<file path="config.mk">
export PLATFORM = sky130hd
export DESIGN_NAME = sevseg_scan_driver
export DESIGN_NICKNAME = d
export VERILOG_FILES = /design/src/rtl/sevseg_scan_driver.sv
export SDC_FILE = /design/constraint.sdc
export NUM_CORES = 1
export LEC_CHECK = 0
export ABC_AREA = 1
export ABC_CLOCK_PERIOD_IN_PS = 3100
export CORE_MARGIN = 3
export CORE_UTILIZATION = 60
export DETAILED_ROUTE_END_ITERATION = 12
export DONT_BUFFER_PORTS = 1
export PLACE_DENSITY = 0.72
export SETUP_SLACK_MARGIN = 0.2
export SYNTH_ARGS = -nofsm -noshare
export SYNTH_HDL_FRONTEND = slang
export SYNTH_SLANG_ARGS = --single-unit
export TNS_END_PERCENT = 30
</file>
<file path="constraint.sdc">
create_clock -name i_clk -period 3.1 [get_ports i_clk]
set_input_delay 0.31 -clock i_clk [delete_from_list [all_inputs] [get_ports i_clk]]
set_output_delay 0.31 -clock i_clk [all_outputs]
set_load 0.05 [all_outputs]
</file>
<file path="src/rtl/sevseg_scan_driver.sv">
// ---------------------------------------------------------------------------
// sevseg_scan_driver
//
// Time-multiplexed scan driver for an 8-digit, common-anode 7-segment display.
// Each digit owns one slot of SLOT clock cycles. The first BLANK_CYCLES cycles
// of every slot keep all anodes off so the previous digit's cathode pattern
// does not ghost onto the next digit. The digit enables, codes, character-mode
// bits and decimal points are captured into shadow registers once per frame,
// so a register write can never tear a frame.
//
// Ports
//   i_clk         system clock
//   i_rst         synchronous, active-high reset
//   i_enables     per-digit enable, bit n = digit n (digit 0 is rightmost)
//   i_digits      per-digit code, byte n = digit n
//   i_char_en     1: byte n is ASCII, 0: low nibble of byte n is hex
//   i_dp          per-digit decimal point request, active-high
//   o_an          anode selects, active-low, at most one low at a time
//   o_seg         cathodes {g,f,e,d,c,b,a}, active-low
//   o_dp          decimal-point cathode, active-low
//   o_frame_tick  one-cycle pulse following the frame snapshot
// ---------------------------------------------------------------------------
module sevseg_scan_driver #(
    parameter int CLK_FREQ_HZ  = 50_000_000,
    parameter int REFRESH_HZ   = 1000,
    parameter int BLANK_CYCLES = 16
) (
    input  logic        i_clk,
    input  logic        i_rst,
    input  logic [7:0]  i_enables,
    input  logic [63:0] i_digits,
    input  logic [7:0]  i_char_en,
    input  logic [7:0]  i_dp,
    output logic [7:0]  o_an,
    output logic [6:0]  o_seg,
    output logic        o_dp,
    output logic        o_frame_tick
);

    localparam int SLOT  = CLK_FREQ_HZ / (REFRESH_HZ * 8);
    localparam int CNT_W = (SLOT > 1) ? $clog2(SLOT) : 1;

    localparam logic [CNT_W-1:0] CNT_LAST = CNT_W'(SLOT - 1);
    localparam logic [CNT_W-1:0] CNT_ON   = CNT_W'(BLANK_CYCLES);

    localparam logic [7:0] AN_OFF   = 8'hFF;
    localparam logic [6:0] SEG_OFF  = 7'h7F;
    localparam logic [6:0] SEG_DASH = 7'h3F;

    // A slot must leave at least one lit cycle after the blanking gap.
    if (SLOT <= BLANK_CYCLES) begin : g_bad_slot
        $error("sevseg_scan_driver: SLOT must exceed BLANK_CYCLES");
    end

    typedef enum logic {
        BLANK = 1'b0,
        ON    = 1'b1
    } state_t;

    // -----------------------------------------------------------------------
    // Glyph tables (active-low, bit order {g,f,e,d,c,b,a})
    // -----------------------------------------------------------------------
    function automatic logic [6:0] hex_glyph(input logic [3:0] nib);
        logic [6:0] g;
        case (nib)
            4'h0: g = 7'h40;
            4'h1: g = 7'h79;
            4'h2: g = 7'h24;
            4'h3: g = 7'h30;
            4'h4: g = 7'h19;
            4'h5: g = 7'h12;
            4'h6: g = 7'h02;
            4'h7: g = 7'h78;
            4'h8: g = 7'h00;
            4'h9: g = 7'h10;
            4'hA: g = 7'h08;
            4'hB: g = 7'h03;
            4'hC: g = 7'h46;
            4'hD: g = 7'h21;
            4'hE: g = 7'h06;
            default: g = 7'h0E;
        endcase
        return g;
    endfunction

    // pos is the alphabet position 1..26, shared by upper and lower case.
    // Letters that cannot be drawn recognisably (K, M, V, W, X) stay blank.
    function automatic logic [6:0] letter_glyph(input logic [4:0] pos);
        logic [6:0] g;
        case (pos)
            5'd1:  g = 7'h08;  // A
            5'd2:  g = 7'h03;  // b
            5'd3:  g = 7'h46;  // C
            5'd4:  g = 7'h21;  // d
            5'd5:  g = 7'h06;  // E
            5'd6:  g = 7'h0E;  // F
            5'd7:  g = 7'h42;  // G
            5'd8:  g = 7'h09;  // H
            5'd9:  g = 7'h4F;  // I
            5'd10: g = 7'h61;  // J
            5'd12: g = 7'h47;  // L
            5'd14: g = 7'h2B;  // n
            5'd15: g = 7'h40;  // O
            5'd16: g = 7'h0C;  // P
            5'd17: g = 7'h18;  // q
            5'd18: g = 7'h2F;  // r
            5'd19: g = 7'h12;  // S
            5'd20: g = 7'h07;  // t
            5'd21: g = 7'h41;  // U
            5'd25: g = 7'h11;  // y
            5'd26: g = 7'h24;  // Z
            default: g = SEG_OFF;
        endcase
        return g;
    endfunction

    function automatic logic [6:0] decode_glyph(input logic [7:0] code,
                                                input logic       is_char);
        logic [6:0] g;
        if (!is_char) begin
            g = hex_glyph(code[3:0]);
        end else if (code >= 8'h30 && code <= 8'h39) begin
            g = hex_glyph(code[3:0]);
        end else if ((code[7:5] == 3'b010 || code[7:5] == 3'b011) &&
                     code[4:0] != 5'd0 && code[4:0] <= 5'd26) begin
            // 'A'..'Z' = 0x41..0x5A and 'a'..'z' = 0x61..0x7A share low 5 bits.
            g = letter_glyph(code[4:0]);
        end else if (code == 8'h2D) begin
            g = SEG_DASH;
        end else begin
            g = SEG_OFF;
        end
        return g;
    endfunction

    // -----------------------------------------------------------------------
    // Registers
    // -----------------------------------------------------------------------
    logic [CNT_W-1:0] cnt_p0;
    logic [2:0]       idx_p0;
    state_t           state_p0;

    logic [7:0]       en_sh;
    logic [63:0]      dig_sh;
    logic [7:0]       chr_sh;
    logic [7:0]       dp_sh;

    logic [CNT_W-1:0] cnt_nxt;
    logic [2:0]       idx_nxt;
    logic             snap;
    logic [7:0]       cur_code;
    logic [6:0]       cur_glyph;
    logic [7:0]       cur_an;

    always_comb begin
        cnt_nxt   = (cnt_p0 == CNT_LAST) ? '0 : cnt_p0 + 1'b1;
        idx_nxt   = (cnt_p0 == CNT_LAST) ? idx_p0 + 3'd1 : idx_p0;
        snap      = (cnt_p0 == '0) && (idx_p0 == 3'd0);
        cur_code  = dig_sh[{idx_p0, 3'b000} +: 8];
        cur_glyph = decode_glyph(cur_code, chr_sh[idx_p0]);
        // A disabled digit still consumes its slot, just with the anode off.
        cur_an    = en_sh[idx_p0] ? ~(8'b1 << idx_p0) : AN_OFF;
    end

    always_ff @(posedge i_clk) begin
        if (i_rst) begin
            cnt_p0       <= '0;
            idx_p0       <= 3'd0;
            state_p0     <= BLANK;
            en_sh        <= 8'h00;
            dig_sh       <= 64'h0;
            chr_sh       <= 8'h00;
            dp_sh        <= 8'h00;
            o_an         <= AN_OFF;
            o_seg        <= SEG_OFF;
            o_dp         <= 1'b1;
            o_frame_tick <= 1'b0;
        end else begin
            // ---- stage p0: slot counter, digit index, blank/on state ----
            cnt_p0 <= cnt_nxt;
            idx_p0 <= idx_nxt;
            if (cnt_nxt == CNT_ON) begin
                state_p0 <= ON;
            end else if (cnt_nxt == '0) begin
                state_p0 <= BLANK;
            end

            // Frame snapshot: taken while the outputs are blanked, so the
            // new codes first reach the pins in slot 0 of this frame.
            if (snap) begin
                en_sh  <= i_enables;
                dig_sh <= i_digits;
                chr_sh <= i_char_en;
                dp_sh  <= i_dp;
            end
            o_frame_tick <= snap;

            // ---- stage p1: registered pin drive from the p0 state ----
            if (state_p0 == ON) begin
                o_an  <= cur_an;
                o_seg <= cur_glyph;
                o_dp  <= ~dp_sh[idx_p0];
            end else begin
                o_an  <= AN_OFF;
                o_seg <= SEG_OFF;
                o_dp  <= 1'b1;
            end
        end
    end

endmodule

</file>
==> reports/qor.yml <==
leakage_nw: 3.210
fill_cells: 759
place.gp.congestion: 0.8898
drtPass1Iterations: 5
synth_seq_cells: 122
row_count: 36
worst-slew-pin-transition_ns: 1.174
syn_area_mm2: 0.006188
clkTransAtPathRegs_ns: 0.06
maxSlewViolCount: 0
grt-ovfl-total: 0
reg2regPathDepth: 15
min_period_over_period: 0.8300
powerDensity_mw_per_mm2: 611.2
clock_skew_ns: 0.008170
crit_buf_inv: 2
antenna_found_initial: 0
io_pins: 107
critPathLaunchType: "flop"
clock_path_buffers: 2
max_freq_ghz: 0.3886
async_flop_share: 0
crit_start: "idx_p0[0]"
hold_slack_ns: 0.01218
routedWlPerCell_um: 15.31
die_h_um: 107.6
syn_to_final_growth_pct: 18.44
path_class: "reg2reg"
track_usage: 0.2989
start_util: 0.6245
cts-root-buf: "clkbuf_8"
crit_chain: "buf_4 > nand2_1 > nand3_1 > nand3_1 > o21ai_2 > inv_1 > ha_1 > nor2_1 > o21ai_0 > nand2_1 > nand2_4 > nor2_8 > nand3_2 > nand2_1 > nand2_1"
syn_area_per_cell_um2: 6.930
synth_ff_type: "dfxtp_1"
portBuffers: 0
finalWirelength_mm: 16.43
min_path_type: "in2reg"
grt_setup_unrepaired: "false"
final_cell_mix: "195 x nand2_1, 121 x dfxtp_1, 102 x o21ai_0, 96 x nor2_1, 88 x inv_1"
clk_latency_ns: 0.52
cpPeakStageDelay_ns: 0.47
finalSetupViolCount: 0
setup_tns_ns: 0
syn_nets: 1000
die_w_um: 107.6
hold_viol_final: 0
holdPathEnd: "dig_sh[30]"
critPathArrivalTime_ns: 2.97
cts.sinks: 122
mostFrequentLayoutCell: "nand2_1"
yosysWarnings: 0
synth_cell_types: 40
cts_tree: "yes"
ir_drop_mv: 0.4452
cts_made_buffers: 17
critPathRequiredTime_ns: 3.50
grt_max_degree: 129
hold_start: "i_digits[30]"
status: "finished, final reports clean"
grt_pass1_wl_mm: 27.44
diodes: 0
critical-path-top-delay-family: "simple AND/OR/NAND/NOR gates"
endpoint_kind: "flop"
grt_pass1_vias: 5669
reg2reg_slack_ns: 0.53
synthesis.instances: 893
r2r-end: "o_seg[1]"
place_hpwl_mm: 10.63
whs_path_depth: 2
drive_above_1_share: 0.07979
drtIter0Drc: 481
cap_violations: 0
crit_path_frequent_cell: "nand2_1"
cts_max_level: 4
cp_max_fo: 16
crit_path_top_delay_cell: "dfxtp_4"
remaining_drc_errors: 0
r2r_start: "idx_p0[0]"
fin_nets: 1037
final.min_clock_period_ns: 2.573
via_per_inst: 5.500
core_mm2: 0.009910
ant_nets: 0
dieArea_mm2: 0.01157
vias: 5902
yosysSeqAreaShare: 0.3947
synth-edff-count: 0
maxSlewHeadroom: 0.2170
## flip-flops by register name (all words and copies together), names as in the netlist
| register | count |
|---|---|
| o_seg | 7 |
| dp_sh | 8 |
| o_dp | 1 |
| idx_p0 | 3 |
| o_frame_tick | 1 |
| chr_sh | 8 |
| cnt_p0 | 13 |
| en_sh | 8 |
| dig_sh | 64 |
| o_an | 8 |
| state_p0 | 1 |
## synth_stat cells (5+ instances only)
library cell	n	share of area
ha_1	17	0.034
nand2_2	8	0.0081
clkbuf_1	23	0.014
nand3_2	8	0.013
a21oi_1	70	0.057
o21ai_1	7	0.0057
nor3_1	5	0.0040
nor2_1	96	0.058
buf_2	15	0.012
dfxtp_1	122	0.39
o211ai_1	10	0.012
buf_6	10	0.018
nand3_1	71	0.057
nand2_1	196	0.12
o21ai_0	102	0.082
inv_1	89	0.054
## timing repair
action,CTS,global route
endpoints found under the setup margin,0,7
buffers inserted,0,0
hold endpoints to repair,85,0
gates resized for setup,0,2
hold buffers,64,0
## layer usage
metal | part of all wire | global-route usage | routed length [µm] | vias to the layer above
li1 | - | - | - | 2956
met1 | 0.44 | 0.3805 | 7252 | 2669
met2 | 0.47 | 0.4996 | 7750 | 246
met3 | 0.068 | 0.06959 | 1125 | 31
met4 | 0.018 | 0.09829 | 298 | 0
met5 | 0 | 0 | 0 | -
## power breakdown
| group | internal, W | total, W | switching, W |
|---|---|---|---|
| Sequential | 0.00172 | 0.00178 | 0.0000592 |
| Combinational | 0.000286 | 0.000813 | 0.000528 |
| Clock | 0.00120 | 0.00188 | 0.000683 |
## worst max path at each step
stage / to / slack, ns / cells past startpoint
5_1_grt: o_seg[2] / 0.27 / 15
6_report: o_seg[1] / 0.53 / 15
4_1_cts: o_seg[3] / 0.44 / 15
3_5_place_dp: o_seg[3] / 0.47 / 15
3_3_place_gp: o_seg[2] / 0.60 / 15
2_1_floorplan: o_seg[2] / 0.94 / 16
## cell type report
| type | instances | area, µm² | area share |
|---|---|---|---|
| sequential | 122 | 2446 | 0.3337 |
| inverter | 96 | 365.4 | 0.04985 |
| clock buffer | 24 | 510.5 | 0.06965 |
| timing repair buffer | 71 | 705.7 | 0.09628 |
| multi-input combinational | 622 | 3075 | 0.4196 |
| clock inverter | 5 | 60.06 | 0.008194 |
| tap | 133 | 166.4 | 0.02270 |
## stage by stage
step                total power, W    util  std cells  worst slack [ns]  cell area [µm²]
global route              0.004700  0.7396       1073            0.2691             7330
finish                    0.004480  0.7396       1073            0.5269             7330
floorplan                 0.002397       -        893            0.9416             6188
CTS                       0.004472  0.7391       1073            0.4424             7325
global placement          0.002527  0.6169        980            0.6038             6113
detailed placement        0.002537  0.6169        980            0.4716             6113
## worst reg2reg max path, cell delays in order (launching register included)
cell,delay (ns)
dfxtp_4,0.47
buf_4,0.25
nand2_1,0.09
nand3_1,0.10
nand3_1,0.13
o21ai_2,0.19
inv_1,0.18
ha_1,0.25
nor2_1,0.10
o21ai_0,0.10
nand2_1,0.14
nand2_4,0.11
nor2_8,0.16
nand3_2,0.07
nand2_1,0.06
nand2_1,0.05
## logic make-up (layout without fill, tap and decap cells)
| logic type | Yosys count | count (layout) | synth area share |
|---|---|---|---|
| buf+inv | 149 | 196 | 0.1096 |
| fa+ha+maj | 17 | 17 | 0.03437 |
| simple gates | 403 | 403 | 0.2855 |
| xor+xnor | 3 | 3 | 0.004247 |
| compound gates | 199 | 199 | 0.1717 |
| flops | 122 | 122 | 0.3947 |
Power figures use the tool's default switching activity.
